### src/rtl/sram_pkg.sv
// Shared sizing constants and word type for the serially loaded SRAM block.
package sram_pkg;

    localparam int SRAM_ROWS = 16;
    localparam int SRAM_COLS = 8;

    typedef logic [SRAM_COLS-1:0] word_t;

endpackage : sram_pkg

### src/rtl/sram_sipo.sv
// Serial-in parallel-out write-data loader. Shifting runs at half the clock
// rate: each serial bit is held for two clocks and captured on the second.
module sram_sipo
    import sram_pkg::*;
#(
    parameter int COLS = SRAM_COLS
) (
    input  logic            clk,
    input  logic            arst_n,
    input  logic            serial_in,
    input  logic            shift,
    output logic [COLS-1:0] wdata
);

    logic phase_r;
    logic [COLS-1:0] wdata_r;

    // Phase toggle and MSB-first shift on every second clock while shift is held
    always_ff @(posedge clk or negedge arst_n) begin
        if (!arst_n) begin
            phase_r <= 1'b0;
            wdata_r <= {COLS{1'b0}};
        end else if (shift) begin
            phase_r <= ~phase_r;
            if (phase_r) begin
                wdata_r <= {wdata_r[COLS-2:0], serial_in};
            end
        end else begin
            phase_r <= 1'b0;
        end
    end

    assign wdata = wdata_r;

endmodule : sram_sipo

### src/rtl/sram_top.sv
// Small SRAM with a serially loaded write-data register, one-cycle registered
// reads and read-before-write behaviour when both strobes coincide.
module sram_top
    import sram_pkg::*;
#(
    parameter int ROWS = SRAM_ROWS,
    parameter int COLS = SRAM_COLS
) (
    input  logic                    clk,
    input  logic                    arst_n,
    input  logic                    serial_in,
    input  logic                    shift,
    input  logic                    w_en,
    input  logic                    r_en,
    input  logic [$clog2(ROWS)-1:0] addr,
    output logic                    data_valid,
    output logic [COLS-1:0]         data_out
);

    localparam int AW = $clog2(ROWS);

    logic [COLS-1:0] wdata_s;
    logic [COLS-1:0] mem_r [ROWS];
    logic [COLS-1:0] data_out_r;
    logic            data_valid_r;

    sram_sipo #(
        .COLS (COLS)
    ) u_sipo (
        .clk       (clk),
        .arst_n    (arst_n),
        .serial_in (serial_in),
        .shift     (shift),
        .wdata     (wdata_s)
    );

    // Storage array: cleared by reset, written from the pre-shift write-data word
    always_ff @(posedge clk or negedge arst_n) begin
        if (!arst_n) begin
            for (int i = 0; i < ROWS; i++) begin
                mem_r[i[AW-1:0]] <= {COLS{1'b0}};
            end
        end else if (w_en) begin
            mem_r[addr] <= wdata_s;
        end
    end

    // Registered read port; non-blocking read returns contents before a same-edge write
    always_ff @(posedge clk or negedge arst_n) begin
        if (!arst_n) begin
            data_out_r   <= {COLS{1'b0}};
            data_valid_r <= 1'b0;
        end else if (r_en) begin
            data_out_r   <= mem_r[addr];
            data_valid_r <= 1'b1;
        end else begin
            data_valid_r <= 1'b0;
        end
    end

    assign data_out   = data_out_r;
    assign data_valid = data_valid_r;

endmodule : sram_top

### config.mk
export PLATFORM = sky130hd
export DESIGN_NAME = sram_top
export DESIGN_NICKNAME = d
export VERILOG_FILES = /design/src/rtl/sram_pkg.sv /design/src/rtl/sram_sipo.sv /design/src/rtl/sram_top.sv
export SDC_FILE = /design/constraint.sdc
export NUM_CORES = 1
export LEC_CHECK = 0
export ABC_AREA = 1
export BUFFER_PORTS_ARGS = -buffer_cell sky130_fd_sc_hd__buf_4
export CORE_MARGIN = 2
export CORE_UTILIZATION = 62
export CTS_CLUSTER_DIAMETER = 80
export DETAILED_ROUTE_END_ITERATION = 6
export PLACE_DENSITY = 0.87
export SETUP_SLACK_MARGIN = 0.5
export SLEW_MARGIN = 20
export SYNTH_ARGS = -nofsm -noshare
export SYNTH_HDL_FRONTEND = slang
export SYNTH_SLANG_ARGS = --single-unit
### constraint.sdc
create_clock -name clk -period 1.7 [get_ports clk]
set_clock_uncertainty 0.2 [all_clocks]
set_input_delay 0.17 -clock clk [delete_from_list [all_inputs] [get_ports clk]]
set_output_delay 0.17 -clock clk [all_outputs]
set_load 0.005 [all_outputs]
* Yosys cells after proc, flatten, opt, wreduce, memory -nomap -nowiden *
Index checks and enable logic that the tools add are counted.

word-level totals
  bits in registers = 146
  input port bits = 10
  output and inout port bits = 9
  word-level logic and storage cells = 34

operators by class
  $lt $le $gt $ge = 2
  multiplexer cells = 8
  bitwise gates (word level) = 2
  reduce and logical (&&, ||, !) cells = 2

operator list
  cell                                                                           number
  128-bit bitwise mux                                                            1
  8-bit binary-select mux with 4-bit select                                      1
  8-bit demux with 4-bit select                                                  1
  8-bit 2-to-1 mux                                                               3
  5-bit >= comparator (second input constant)                                    1
  5-bit by 1-bit less-than comparator with 1-bit output (second input constant)  1
  4-bit NOT with 5-bit output                                                    1
  1-bit 2-to-1 mux                                                               2
  2-bit AND reduction                                                            1
  1-bit logical AND                                                              1
  1-bit NOT                                                                      1

* Logic depth before layout (Yosys ltp) *
  depth in word-level cells = 6
  depth in mapped cells = 11

* Hierarchy *
Synthesis repeated with hierarchy kept, for this count alone.

second synthesis, totals
  cells, all modules = 853
  area total of the unflattened synthesis = 6720.2 sq um

by module, submodules not included
  module     times used  cells each  area each (sq um)
  sram_top   1           815         6344.8
  sram_sipo  1           38          375.4

* Worst setup path before layout *
OpenSTA, ideal clock, no wires.

  path kind = input port to flip-flop
  start = in addr[1]
  end = reg mem_r[122] (netlist bit)
  setup time = 0.135 ns
  arrival = 1.006 ns
  required time = 1.365 ns
  setup slack = 0.359 ns
  cell stages on the path = 6
  buffers on the path = 2
  path through = buf_4 > nor3_2 > nand2_1 > buf_2 > nand2_1 > o21ai_0

between the ends
  cells in the longest elaborated chain, start to end = 6
  elaborated cells on any way between the ends = 7
  classes of those cells = 2 x order compare; 3 x mux; 1 x bitwise; 1 x reduce/logical

RTL lines
  element                                                                                                                    RTL line        RTL
  start: declaration                                                                                                         sram_top.sv:15  input logic [$clog2(ROWS)-1:0] addr,
  4-bit NOT with 5-bit output (implied by the code) (*)                                                                      sram_top.sv:44  mem_r[addr] <= wdata_s;
  5-bit >= comparator (implied by the code) / 5-bit by 1-bit less-than comparator with 1-bit output (equally long branches)  sram_top.sv:44
  1-bit logical AND (implied by the code)                                                                                    sram_top.sv:44
  8-bit 2-to-1 mux (implied by the code)                                                                                     sram_top.sv:44
  8-bit demux with 4-bit select (*)                                                                                          sram_top.sv:44
  128-bit bitwise mux (*)                                                                                                    sram_top.sv:44
  end signal: indexed assignment                                                                                             sram_top.sv:41  mem_r[i[AW-1:0]] <= {COLS{1'b0}};
  end signal: indexed assignment                                                                                             sram_top.sv:44
  end: declaration                                                                                                           sram_top.sv:23  logic [COLS-1:0] mem_r [ROWS];

Mark *: on every way between the ends. The rest lies on a longest branch, timed or not.
A chain may end at the register's enable or synchronous reset.

* Final worst setup path *
  start = reg data_out_r[3] (netlist: data_out[3])
  end = out data_out[3]

RTL lines
  element                   RTL line        RTL
  start: declaration        sram_top.sv:24  logic [COLS-1:0] data_out_r;
  start signal: assignment  sram_top.sv:51  data_out_r <= {COLS{1'b0}};
  start signal: assignment  sram_top.sv:54  data_out_r <= mem_r[addr];
  end: declaration          sram_top.sv:17  output logic [COLS-1:0] data_out

No word-level cell between the ends.

==> summary.md <==
| Metric | Value |
|---|---|
| Area of the mapped netlist | 6650 um2 |
| Slew Limit Headroom | 0.715 |
| Fillcell total | 648 |
| Yosys reg bits | 146 |
| Critical path required time | 1.33 ns |
| Worst-Skew Late Latency | 0.54 ns |
| CP endpoint kind | output pin |
| CP delay by family, top | flip-flops |
| Unrepaired setup endpoints after global routing | yes |
| First-pass GRT wire length | 29,100 um |
| Sequential-to-total area share from yosys stat | 0.550 |
| Hpwl dp | 10,700 um |
| Core ar. | 10,400 um2 |
| Achievable frequency | 0.688 GHz |
| CTS tree | built |
| Syn_nets | 854 |
| Largest net degree at the start of global routing | 52 |
| Reg power frac | 0.435 |
| Setup CP Type | register to output pin |
| Ports | 19 |
| Distinct cells, synth | 21 |
| Switching power | 3390 uW |
| Net Sw Frac | 0.306 |
| CP max-delay cell | dfrtp_1 |
| Max Slew Vio Count | 0 |
| Critical path cell sequence | buf_6 |
| Die width | 108 um |
| Root Buffer | clkbuf_8 |
| Worst hold slack | -0.125 ns |
| Share of cells above drive strength 1 | 0.197 |
| Final period utilization | 0.854 |
| Initial DRC Count | 763 |
| Endpoints failing hold | 29 |
| Final TNS setup | 0 ns |
| Worst Setup Start Kind | register |
| Hold buffer count at cts | 4 |
| Failing checks | negative hold slack |
| Slew at the pin closest to its max-slew limit | 0.427 ns |
| Finished Cell Area | 8090 um2 |
| Avg WL per Cell | 17.8 um |
| Final #Nets | 898 |
| Gate Count Post-Synth | 844 |
| Area grow syn2layout | 21.7% |
| CTS clk-pin slew, worst paths | 0.06 ns |
| Die height | 108 um |
| DRC | 0 |
| Grt ovf | 0 |
| TritonRoute pass-1 iters | 6 |
| GPL Wtd Cong | 0.983 |
| Max FO, Critical Path | 2 |
| WP buf/inv | 1 |
| Setup-failing EPs final | 0 |
| Total wire length | 18,400 um |
| Cell area after placement | 7080 um2 |
| Via count | 6,147 |
| Tmin final | 1.45 ns |
| H-tree levels | 4 |
| Commonest non-fill, non-tap cells in the layout | 321 x nand2_1, 146 x dfrtp_1, 73 x nor2_1 |
| Vias in the first global route | 5,897 |
| Vias per cell | 5.94 |
| Commonest non-fill, non-tap cell in the layout | nand2_1 |
| Crit path DAT | 1.08 ns |
| VDD IR max | 908 uV |
| Antenna diode count | 0 |
| Max stage delay on crit path | 0.41 ns |
| Syn. warnings | 0 |
| P per Cell Area | 1370 nW/um2 |
| Initial core utilization | 0.641 |
| PortBufs | 18 |
| Post-Syn Area per Cell | 7.88 um2 |
| Clock sinks | 146 |
| Clock share of power | 0.328 |
| Max_cap viols | 0 |
| CTS buffer count | 17 |
| Routed Antenna Nets | 0 |
| Gate power share | 0.237 |
| Total track usage | 0.332 |
| Rows | 37 |
| Min-Delay Path Class | input port to asynchronous set/reset pin |
| Cell-internal power | 7690 uW |
| Initial antenna violation count | 0 |
| Status | complete, but fails checks |
| DIE AREA | 11,600 um2 |
| CTS Buffer Depth | 2 |
| Leakage | 0.00397 uW |
state kept, by name, indices dropped and copies added, names as in the netlist:
register and cells:
mem_r 128, u_sipo.wdata 8, data_valid 1, data_out 8, u_sipo.phase_r 1
routing by layer:
metal  track usage  share of wire
met4         0.179          0.043
met3        0.0969          0.087
met2         0.526           0.49
met5             0              0
met1         0.412           0.38
cell type report:
cell class                 count  area (um2)  area share
tap                          136         170      0.0210
clock buffer                  24         500      0.0619
inverter                      18        77.6     0.00959
clock inverter                 5        75.1     0.00928
sequential                   146        3650       0.452
multi-input combinational    628        2870       0.355
timing repair buffer          77         744      0.0920
synth_stat cells, drive strengths merged:
library cell  count  share of area
clkbuf           18          0.010
o21ai            87          0.065
a21oi            49          0.037
nand3            40          0.030
buf              34          0.029
inv              17          0.010
nand4             8         0.0075
nand2           358           0.20
nor2             84          0.055
dfrtp           146           0.55
clkinv            1        0.00056
nor3              2         0.0040
path summary, 6_finish.rpt:
check                      slack, ns  depth (start not counted)            from        endpoint
max                             0.25                          1     data_out[3]     data_out[3]
min                            -0.12                          2          arst_n        mem_r[4]
max reg2reg                     0.35                          8       mem_r[19]     data_out[3]
min reg2reg                     0.24                          1  u_sipo.phase_r  u_sipo.phase_r
max in group asynchronous       0.84                          3          arst_n       mem_r[49]
min in group clk               -0.01                          5         addr[2]       mem_r[13]
power by group through the flow:
stage / Sequential (uW) / Combinational (uW) / Clock [uW]
floorplan: 4710 / 1490 / 0
global placement: 4780 / 2070 / 0
detailed placement: 4830 / 2160 / 0
CTS: 4800 / 2320 / 3670
global route: 4900 / 2900 / 3820
finish: 4820 / 2620 / 3640
cells by family (layout without fill, tap and decap cells):
| group | after synthesis | in the layout | synth area share |
|---|---|---|---|
| buffers and inverters | 70 | 124 | 0.0493 |
| and+or+nand+nor | 492 | 492 | 0.299 |
| AOI/OAI and AO/OA | 136 | 136 | 0.102 |
| DFF | 146 | 146 | 0.550 |
per-stage QoR:
stage	power [uW]	cells	hold slack, ns	setup WS [ns]	util
after CTS	10800	1014	-0.142	0.236	0.757
final	11100	1034	-0.125	0.248	0.780
after detailed placement	6990	972	-0.137	0.0454	0.683
after global routing	11600	1034	-0.104	0.226	0.780
after floorplan	6200	844	-0.326	0.397	-
after global placement	6850	972	-0.143	0.122	0.683
timing repair:
item | CTS | global route
pin swaps | 23 | 32
endpoints found under the hold margin | 183 | 27
setup buffers | 9 | 20
resized for setup | 25 | 27
endpoints found under the setup margin | 27 | 41
Note: power is estimated with default switching activity, not from simulation.
